$ cat src/rtl/sd_cmd_engine_if.sv
// Command/response handshake between the controller FSM and sd_cmd_engine.
interface sd_cmd_engine_if;
    logic         cmd_valid;
    logic         cmd_ready;
    logic [5:0]   cmd_index;
    logic [31:0]  cmd_arg;
    logic [1:0]   resp_type;
    logic         resp_valid;
    logic [127:0] resp_data;
    logic         resp_crc_err;
    logic         resp_timeout;

    modport master (
        output cmd_valid, cmd_index, cmd_arg, resp_type,
        input  cmd_ready, resp_valid, resp_data, resp_crc_err, resp_timeout
    );

    modport slave (
        input  cmd_valid, cmd_index, cmd_arg, resp_type,
        output cmd_ready, resp_valid, resp_data, resp_crc_err, resp_timeout
    );
endinterface

$ cat src/rtl/sd_cmd_engine.sv
// SD command-line engine: sdio_clk generation, power-up clocks, CRC7 command
// serialiser and 48/136-bit response receiver with timeout.
module sd_cmd_engine #(
    parameter int unsigned CLK_DIV      = 4,
    parameter int unsigned INIT_CLOCKS  = 74,
    parameter int unsigned RESP_TIMEOUT = 64
) (
    input  logic clk,
    input  logic reset,
    output logic sdio_clk,
    output logic sdio_cmd_out,
    output logic sdio_cmd_oe,
    input  logic sdio_cmd_in,
    sd_cmd_engine_if.slave bus
);

    localparam int unsigned DIV_W    = (CLK_DIV > 1) ? $clog2(CLK_DIV) : 1;
    localparam int unsigned CNT_MAX0 = (INIT_CLOCKS > RESP_TIMEOUT) ? INIT_CLOCKS : RESP_TIMEOUT;
    localparam int unsigned CNT_MAX  = (CNT_MAX0 > 136) ? CNT_MAX0 : 136;
    localparam int unsigned CNT_W    = $clog2(CNT_MAX + 1);
    localparam int unsigned GAP_CLKS = 8;

    typedef enum logic [2:0] {ST_INIT, ST_IDLE, ST_TX, ST_WAIT, ST_RX, ST_GAP} state_e;

    state_e       state_q, state_d;
    logic [DIV_W-1:0] div_q, div_d;
    logic         sclk_q, sclk_d, rise_q, rise_d, fall_q, fall_d;
    logic [CNT_W-1:0] cnt_q, cnt_d;
    logic [47:0]  tx_sr_q, tx_sr_d;
    logic [126:0] rx_sr_q, rx_sr_d;
    logic [6:0]   crc_q, crc_d;
    logic         need_q, need_d, long_q, long_d;
    logic         out_q, out_d, oe_q, oe_d, ready_q, ready_d;
    logic         rv_q, rv_d, err_q, err_d, to_q, to_d;
    logic [127:0] data_q, data_d;

    logic         tick_c;
    logic [127:0] rx_next_c;
    logic [CNT_W-1:0] k_c, top_c;
    logic [39:0]  hdr_c;

    function automatic logic [6:0] crc7_step(input logic [6:0] c, input logic b);
        logic fb;
        fb = b ^ c[6];
        return {c[5:0], 1'b0} ^ (fb ? 7'h09 : 7'h00);
    endfunction

    function automatic logic [6:0] crc7_40(input logic [39:0] d);
        logic [6:0] c;
        c = '0;
        for (int i = 39; i >= 0; i--) c = crc7_step(c, d[i]);
        return c;
    endfunction

    assign tick_c    = (div_q == DIV_W'(CLK_DIV - 1));
    assign rx_next_c = {rx_sr_q, sdio_cmd_in};
    assign k_c       = cnt_q + CNT_W'(1);
    assign top_c     = long_q ? CNT_W'(135) : CNT_W'(47);
    assign hdr_c     = {2'b01, bus.cmd_index, bus.cmd_arg};

    // Next-state and datapath; strobes fire in the clk where sdio_clk has just toggled
    always_comb begin
        state_d = state_q;
        div_d   = tick_c ? '0 : div_q + DIV_W'(1);
        sclk_d  = tick_c ? ~sclk_q : sclk_q;
        rise_d  = tick_c & ~sclk_q;
        fall_d  = tick_c & sclk_q;
        cnt_d   = cnt_q;
        tx_sr_d = tx_sr_q;
        rx_sr_d = rx_sr_q;
        crc_d   = crc_q;
        need_d  = need_q;
        long_d  = long_q;
        out_d   = out_q;
        oe_d    = oe_q;
        rv_d    = 1'b0;
        err_d   = err_q;
        to_d    = to_q;
        data_d  = data_q;

        case (state_q)
            ST_INIT: begin
                out_d = 1'b1;
                oe_d  = 1'b1;
                if (rise_q) begin
                    if (cnt_q == CNT_W'(INIT_CLOCKS - 1)) begin
                        state_d = ST_IDLE;
                        cnt_d   = '0;
                        oe_d    = 1'b0;
                    end else begin
                        cnt_d = cnt_q + CNT_W'(1);
                    end
                end
            end
            ST_IDLE: begin
                out_d = 1'b1;
                oe_d  = 1'b0;
                if (bus.cmd_valid && ready_q) begin
                    tx_sr_d = {hdr_c, crc7_40(hdr_c), 1'b1};
                    need_d  = (bus.resp_type == 2'd1) || (bus.resp_type == 2'd2);
                    long_d  = (bus.resp_type == 2'd2);
                    cnt_d   = '0;
                    state_d = ST_TX;
                end
            end
            ST_TX: begin
                // One extra fall after the end bit keeps it on the line for the card's rise
                if (fall_q) begin
                    if (cnt_q == CNT_W'(48)) begin
                        oe_d    = 1'b0;
                        out_d   = 1'b1;
                        cnt_d   = '0;
                        state_d = need_q ? ST_WAIT : ST_GAP;
                    end else begin
                        out_d   = tx_sr_q[47];
                        oe_d    = 1'b1;
                        tx_sr_d = {tx_sr_q[46:0], 1'b0};
                        cnt_d   = cnt_q + CNT_W'(1);
                    end
                end
            end
            ST_WAIT: begin
                if (rise_q) begin
                    if (!sdio_cmd_in) begin
                        state_d = ST_RX;
                        cnt_d   = '0;
                        crc_d   = '0;
                        rx_sr_d = '0;
                    end else if (cnt_q == CNT_W'(RESP_TIMEOUT - 1)) begin
                        rv_d    = 1'b1;
                        to_d    = 1'b1;
                        err_d   = 1'b0;
                        data_d  = '0;
                        cnt_d   = '0;
                        state_d = ST_GAP;
                    end else begin
                        cnt_d = cnt_q + CNT_W'(1);
                    end
                end
            end
            ST_RX: begin
                if (rise_q) begin
                    rx_sr_d = rx_next_c[126:0];
                    cnt_d   = k_c;
                    // Serial CRC covers frame bits down to 8; R2 skips its reserved header
                    if ((k_c <= top_c - CNT_W'(8)) && (!long_q || (k_c >= CNT_W'(8))))
                        crc_d = crc7_step(crc_q, sdio_cmd_in);
                    if (k_c == top_c) begin
                        rv_d    = 1'b1;
                        to_d    = 1'b0;
                        err_d   = !rx_next_c[0] || (rx_next_c[7:1] != crc_q);
                        data_d  = long_q ? rx_next_c : {90'd0, rx_next_c[45:8]};
                        cnt_d   = '0;
                        state_d = ST_GAP;
                    end
                end
            end
            ST_GAP: begin
                oe_d  = 1'b0;
                out_d = 1'b1;
                if (rise_q) begin
                    if (cnt_q == CNT_W'(GAP_CLKS - 1)) begin
                        cnt_d   = '0;
                        state_d = ST_IDLE;
                    end else begin
                        cnt_d = cnt_q + CNT_W'(1);
                    end
                end
            end
            default: state_d = ST_INIT;
        endcase

        ready_d = (state_d == ST_IDLE);
    end

    always_ff @(posedge clk) begin
        if (reset) begin
            state_q <= ST_INIT;
            div_q   <= '0;
            sclk_q  <= 1'b0;
            rise_q  <= 1'b0;
            fall_q  <= 1'b0;
            cnt_q   <= '0;
            tx_sr_q <= '0;
            rx_sr_q <= '0;
            crc_q   <= '0;
            need_q  <= 1'b0;
            long_q  <= 1'b0;
            out_q   <= 1'b1;
            oe_q    <= 1'b0;
            ready_q <= 1'b0;
            rv_q    <= 1'b0;
            err_q   <= 1'b0;
            to_q    <= 1'b0;
            data_q  <= '0;
        end else begin
            state_q <= state_d;
            div_q   <= div_d;
            sclk_q  <= sclk_d;
            rise_q  <= rise_d;
            fall_q  <= fall_d;
            cnt_q   <= cnt_d;
            tx_sr_q <= tx_sr_d;
            rx_sr_q <= rx_sr_d;
            crc_q   <= crc_d;
            need_q  <= need_d;
            long_q  <= long_d;
            out_q   <= out_d;
            oe_q    <= oe_d;
            ready_q <= ready_d;
            rv_q    <= rv_d;
            err_q   <= err_d;
            to_q    <= to_d;
            data_q  <= data_d;
        end
    end

    assign sdio_clk         = sclk_q;
    assign sdio_cmd_out     = out_q;
    assign sdio_cmd_oe      = oe_q;
    assign bus.cmd_ready    = ready_q;
    assign bus.resp_valid   = rv_q;
    assign bus.resp_data    = data_q;
    assign bus.resp_crc_err = err_q;
    assign bus.resp_timeout = to_q;

endmodule

$ cat src/flat_wrapper.sv
// flat-port wrapper written by rule: the top's interface ports become plain ports
module sd_cmd_engine_flat 
#(
    parameter int unsigned CLK_DIV      = 4,
    parameter int unsigned INIT_CLOCKS  = 74,
    parameter int unsigned RESP_TIMEOUT = 64
)
  (clk, reset, sdio_clk, sdio_cmd_out, sdio_cmd_oe, sdio_cmd_in, bus_cmd_valid, bus_cmd_index, bus_cmd_arg, bus_resp_type, bus_cmd_ready, bus_resp_valid, bus_resp_data, bus_resp_crc_err, bus_resp_timeout);
  sd_cmd_engine_if bus_i ();
  input  logic clk;
  input  logic reset;
  output logic sdio_clk;
  output logic sdio_cmd_out;
  output logic sdio_cmd_oe;
  input  logic sdio_cmd_in;
  input wire logic [$bits(bus_i.cmd_valid)-1:0] bus_cmd_valid;
  input wire logic [$bits(bus_i.cmd_index)-1:0] bus_cmd_index;
  input wire logic [$bits(bus_i.cmd_arg)-1:0] bus_cmd_arg;
  input wire logic [$bits(bus_i.resp_type)-1:0] bus_resp_type;
  output wire logic [$bits(bus_i.cmd_ready)-1:0] bus_cmd_ready;
  output wire logic [$bits(bus_i.resp_valid)-1:0] bus_resp_valid;
  output wire logic [$bits(bus_i.resp_data)-1:0] bus_resp_data;
  output wire logic [$bits(bus_i.resp_crc_err)-1:0] bus_resp_crc_err;
  output wire logic [$bits(bus_i.resp_timeout)-1:0] bus_resp_timeout;
  assign bus_i.cmd_valid = bus_cmd_valid;
  assign bus_i.cmd_index = bus_cmd_index;
  assign bus_i.cmd_arg = bus_cmd_arg;
  assign bus_i.resp_type = bus_resp_type;
  assign bus_cmd_ready = bus_i.cmd_ready;
  assign bus_resp_valid = bus_i.resp_valid;
  assign bus_resp_data = bus_i.resp_data;
  assign bus_resp_crc_err = bus_i.resp_crc_err;
  assign bus_resp_timeout = bus_i.resp_timeout;
  sd_cmd_engine #(.CLK_DIV(CLK_DIV), .INIT_CLOCKS(INIT_CLOCKS), .RESP_TIMEOUT(RESP_TIMEOUT)) u_core (.clk(clk), .reset(reset), .sdio_clk(sdio_clk), .sdio_cmd_out(sdio_cmd_out), .sdio_cmd_oe(sdio_cmd_oe), .sdio_cmd_in(sdio_cmd_in), .bus(bus_i));
endmodule
$ cat config.mk
export PLATFORM = sky130hd
export DESIGN_NAME = sd_cmd_engine_flat
export DESIGN_NICKNAME = d
export VERILOG_FILES = /design/src/rtl/sd_cmd_engine_if.sv /design/src/rtl/sd_cmd_engine.sv /design/src/flat_wrapper.sv
export SDC_FILE = /design/constraint.sdc
export NUM_CORES = 1
export LEC_CHECK = 0
export CAP_MARGIN = 20
export CORE_UTILIZATION = 40
export CTS_CLUSTER_DIAMETER = 50
export DETAILED_ROUTE_END_ITERATION = 10
export GPL_ROUTABILITY_DRIVEN = 0
export GPL_TIMING_DRIVEN = 0
export HOLD_SLACK_MARGIN = 0.15
export SLEW_MARGIN = 25
export SYNTH_ARGS = -nofsm -noshare
export SYNTH_HDL_FRONTEND = slang
export SYNTH_SLANG_ARGS = --single-unit
export TNS_END_PERCENT = 5
$ cat constraint.sdc
create_clock -name clk -period 4 [get_ports clk]
set_input_delay 1 -clock clk [delete_from_list [all_inputs] [get_ports clk]]
set_output_delay 1 -clock clk [all_outputs]
set_load 0.01 [all_outputs]
==> flow_metrics.tcl <==
set metrics [dict create \
    status "finished clean" \
    start_util 0.408 \
    n_antenna_cell 0 \
    cp_common_cell "buf_2" \
    start_kind "flop" \
    hold_violations 0 \
    via_per_inst 5.29 \
    grt_start_max_net_pins 14 \
    clock_latency_ps 530 \
    period_share 0.916 \
    cts_buffers 40 \
    grt_use_total 0.213 \
    vias 12874 \
    path_class "reg2reg" \
    internal_power_mw 6.11 \
    root_buffer "clkbuf_16" \
    drive_gt1_frac 0.0607 \
    fillers 3353 \
    drt_wl_total_um 38700 \
    power_mw 7.94 \
    hpwl_um 27700 \
    vdd_drop_max_uv 239 \
    critPathMaxStageDelay_ps 510 \
    synth-seq-cells 334 \
    path_cells "buf_2 -> and3_1 -> xnor2_1 -> inv_1 -> ha_1 -> or3b_1 -> a31oi_1 -> nand2_1 -> a21oi_4 -> buf_2 -> buf_2 -> nand3_1 -> a21oi_1" \
    swShare 0.230 \
    critPathSlowestCell "a21oi_4" \
    crit_fanout 10 \
    grt-ovfl-total 0 \
    synth_edf_count 0 \
    dieHeight_um 190 \
    rsz0062_at_grt "no" \
    cts_hold_buf 0 \
    rows 68 \
    wl_per_cell_um 15.9 \
    core_um2 34600 \
    ys_seq_area_frac 0.474 \
    drcViolationCount 0 \
    synth_area_um2 14100 \
    cts_buffer_depth 3 \
    cts_repair_resize_count 0 \
    cts_tree "built" \
    grt_pass1_wl_um 62700 \
    max_cap_viol_count 0 \
    required_ps 4450 \
    die_area_um2 36000 \
    fp.dieW_um 190 \
    first_iter_violations 739 \
    fin_skew_ps 21.5 \
    area_growth_pct 26.8 \
    leakage_nw 5.87 \
    hold-worst-slack_ps 435 \
    power_density_nw_per_um2 444 \
    syn_avg_cell_area_um2 8.16 \
    antenna_found_initial 0 \
    syn_nets 1782 \
    slew_headroom 0.291 \
    end_kind "flop" \
    synth_ff_type "dfxtp_1" \
    yosysWarningCount 0 \
    worst_slack_ps 337 \
    combPwrFrac 0.094 \
    fmax_mhz 273 \
    place_ws_ps 18.4 \
    drt-pass1-iter-count 5 \
    path_clk_slew_ps 60 \
    synthCells 1729 \
    numClockSinks 334 \
    drv_slew 0 \
    setup_viol 0 \
    grt_pass1_vias 12146 \
    portBuffers 176 \
    ys_async_sr_fraction 0 \
    io_pins 179 \
    synth.distinct_cells 52 \
    critPathArrivalTime_ps 4120 \
    fin_nets 2000 \
    p_seq_frac 0.420 \
    fin_setup_tns_ps 0 \
    switchingPower_mw 1.82 \
    hp-class "reg2reg" \
    p_clk_frac 0.486 \
    cts_setup_buffers 0 \
    min_period_ps 3660 \
    cts_max_level 2 \
    tightest_slew_ps 1060 \
    antenna_left 0 \
]
power by group through the flow:
stage,Combinational (mW),Clock [mW],Sequential [mW]
finish,0.746,3.86,3.33
global route,0.803,4.07,3.33
CTS,0.753,3.93,3.33
detailed placement,0.750,0,3.41
global placement,0.747,0,3.41
floorplan,0.585,0,3.41
worst paths after layout:
| kind | startpoint | end | slack, ps | cells past startpoint |
|---|---|---|---|---|
| worst max-delay path | u_core.cnt_q[2]$_SDFFE_PP0P_ | u_core.bus.resp_data[97]$_SDFFE_PP0P_ | 340 | 13 |
| worst min-delay path | u_core.div_q[0]$_SDFF_PP0_ | u_core.div_q[0]$_SDFF_PP0_ | 430 | 1 |
| worst max register to register | u_core.cnt_q[2]$_SDFFE_PP0P_ | u_core.bus.resp_data[97]$_SDFFE_PP0P_ | 340 | 13 |
| worst min register to register | u_core.div_q[0]$_SDFF_PP0_ | u_core.div_q[0]$_SDFF_PP0_ | 430 | 1 |
state kept, by name, indices dropped and copies added (netlist names):
register	count
u_core.bus.cmd_ready	1
u_core.bus.resp_crc_err	1
u_core.bus.resp_data	128
u_core.bus.resp_timeout	1
u_core.bus.resp_valid	1
u_core.cnt_q	8
u_core.crc_q	7
u_core.div_q	2
u_core.fall_q	1
u_core.long_q	1
u_core.need_q	1
u_core.rise_q	1
u_core.rx_sr_q	127
u_core.sdio_clk	1
u_core.sdio_cmd_oe	1
u_core.sdio_cmd_out	1
u_core.state_q	3
u_core.tx_sr_q	48
through the flow:
step | cell area, um2 | utilization | std cells
6_report | 17900 | 0.517 | 2433
5_1_grt | 17900 | 0.517 | 2433
4_1_cts | 17900 | 0.516 | 2433
3_5_place_dp | 16400 | 0.475 | 2360
3_3_place_gp | 16400 | 0.475 | 2360
2_1_floorplan | 14100 | - | 1729
placed cells by master, fill, tap and decap left out, types with 5 or more instances in the layout:
master	count
a21oi_1	237
a22oi_1	53
a311oi_1	43
a31oi_1	7
and3_1	6
buf_1	5
bufinv_16	5
clkbuf_1	149
clkbuf_16	42
clkbuf_8	8
clkdlybuf4s50_1	176
clkinvlp_4	5
dfxtp_1	334
ha_1	9
inv_1	12
mux2_2	38
nand2_1	327
nand2b_1	5
nand3_1	224
nor2_1	119
nor2b_1	7
nor3_1	10
o21ai_0	15
xnor2_1	51
xnor3_1	8
xor2_1	17
worst max-delay path: cells and delay by family, from the launching register on:
family / cells / cell delay, ps
fa+ha+maj: 1 / 310
compound gates: 3 / 970
simple gates: 4 / 970
buf+inv: 4 / 800
flops: 1 / 300
xor+xnor: 1 / 250
per-layer routing:
metal	share of wire	track usage	up-vias	wire length [um]
li1	-	-	6420	-
met1	0.47	0.296	6025	18300
met2	0.45	0.341	365	17300
met3	0.053	0.0312	64	2070
met4	0.025	0.0651	0	977
met5	0	0	-	0
cell families (layout without fill, tap and decap cells):
family,after synthesis,in the layout,synth area share
DFF,334,334,0.474
muxes,39,39,0.0310
buffers and inverters,167,416,0.0450
and+or+nand+nor,721,721,0.221
adders and majority gates,9,9,0.00798
AOI/OAI and AO/OA,379,379,0.160
xor gates and xnor gates,80,80,0.0606
cell usage after synthesis, types with 2 or more instances:
cell / instances / area, um2
inv_1: 12 / 45.0
xnor3_1: 8 / 180
xnor2_2: 2 / 32.5
o21ai_0: 15 / 75.1
o21ai_1: 2 / 10.0
o22ai_1: 3 / 18.8
and2_1: 4 / 25.0
nand3_1: 224 / 1120
buf_2: 4 / 20.0
buf_1: 5 / 18.8
or3_1: 2 / 12.5
nor2_1: 119 / 447
nor4_1: 2 / 12.5
clkbuf_1: 145 / 544
nand2_1: 327 / 1230
a211oi_1: 4 / 30.0
nand3b_1: 2 / 15.0
nor4b_1: 4 / 35.0
nand4_1: 2 / 12.5
nor2b_1: 7 / 43.8
and3_1: 6 / 37.5
mux2_2: 38 / 428
a311oi_1: 43 / 377
xor2_1: 17 / 149
ha_1: 9 / 113
a22oi_1: 53 / 398
xnor3_2: 2 / 47.6
xnor2_1: 51 / 447
dfxtp_1: 334 / 6690
o21bai_1: 4 / 30.0
nor3b_1: 3 / 22.5
nor3_1: 10 / 50.1
a21oi_1: 237 / 1190
a31oi_1: 7 / 43.8
nand2b_1: 5 / 31.3
area by class of cell:
type | count | area, um2 | share of cell area
Sequential cell | 334 | 6690 | 0.374
Clock inverter | 18 | 254 | 0.0142
Timing Repair Buffer | 176 | 1760 | 0.0985
Buffer | 155 | 592 | 0.0331
Tap cell | 455 | 569 | 0.0318
Clock buffer | 55 | 1180 | 0.0660
Multi-Input combinational cell | 1228 | 6800 | 0.380
Inverter | 12 | 45.0 | 0.00252
No activity file was read; power rests on OpenSTA's default activity.
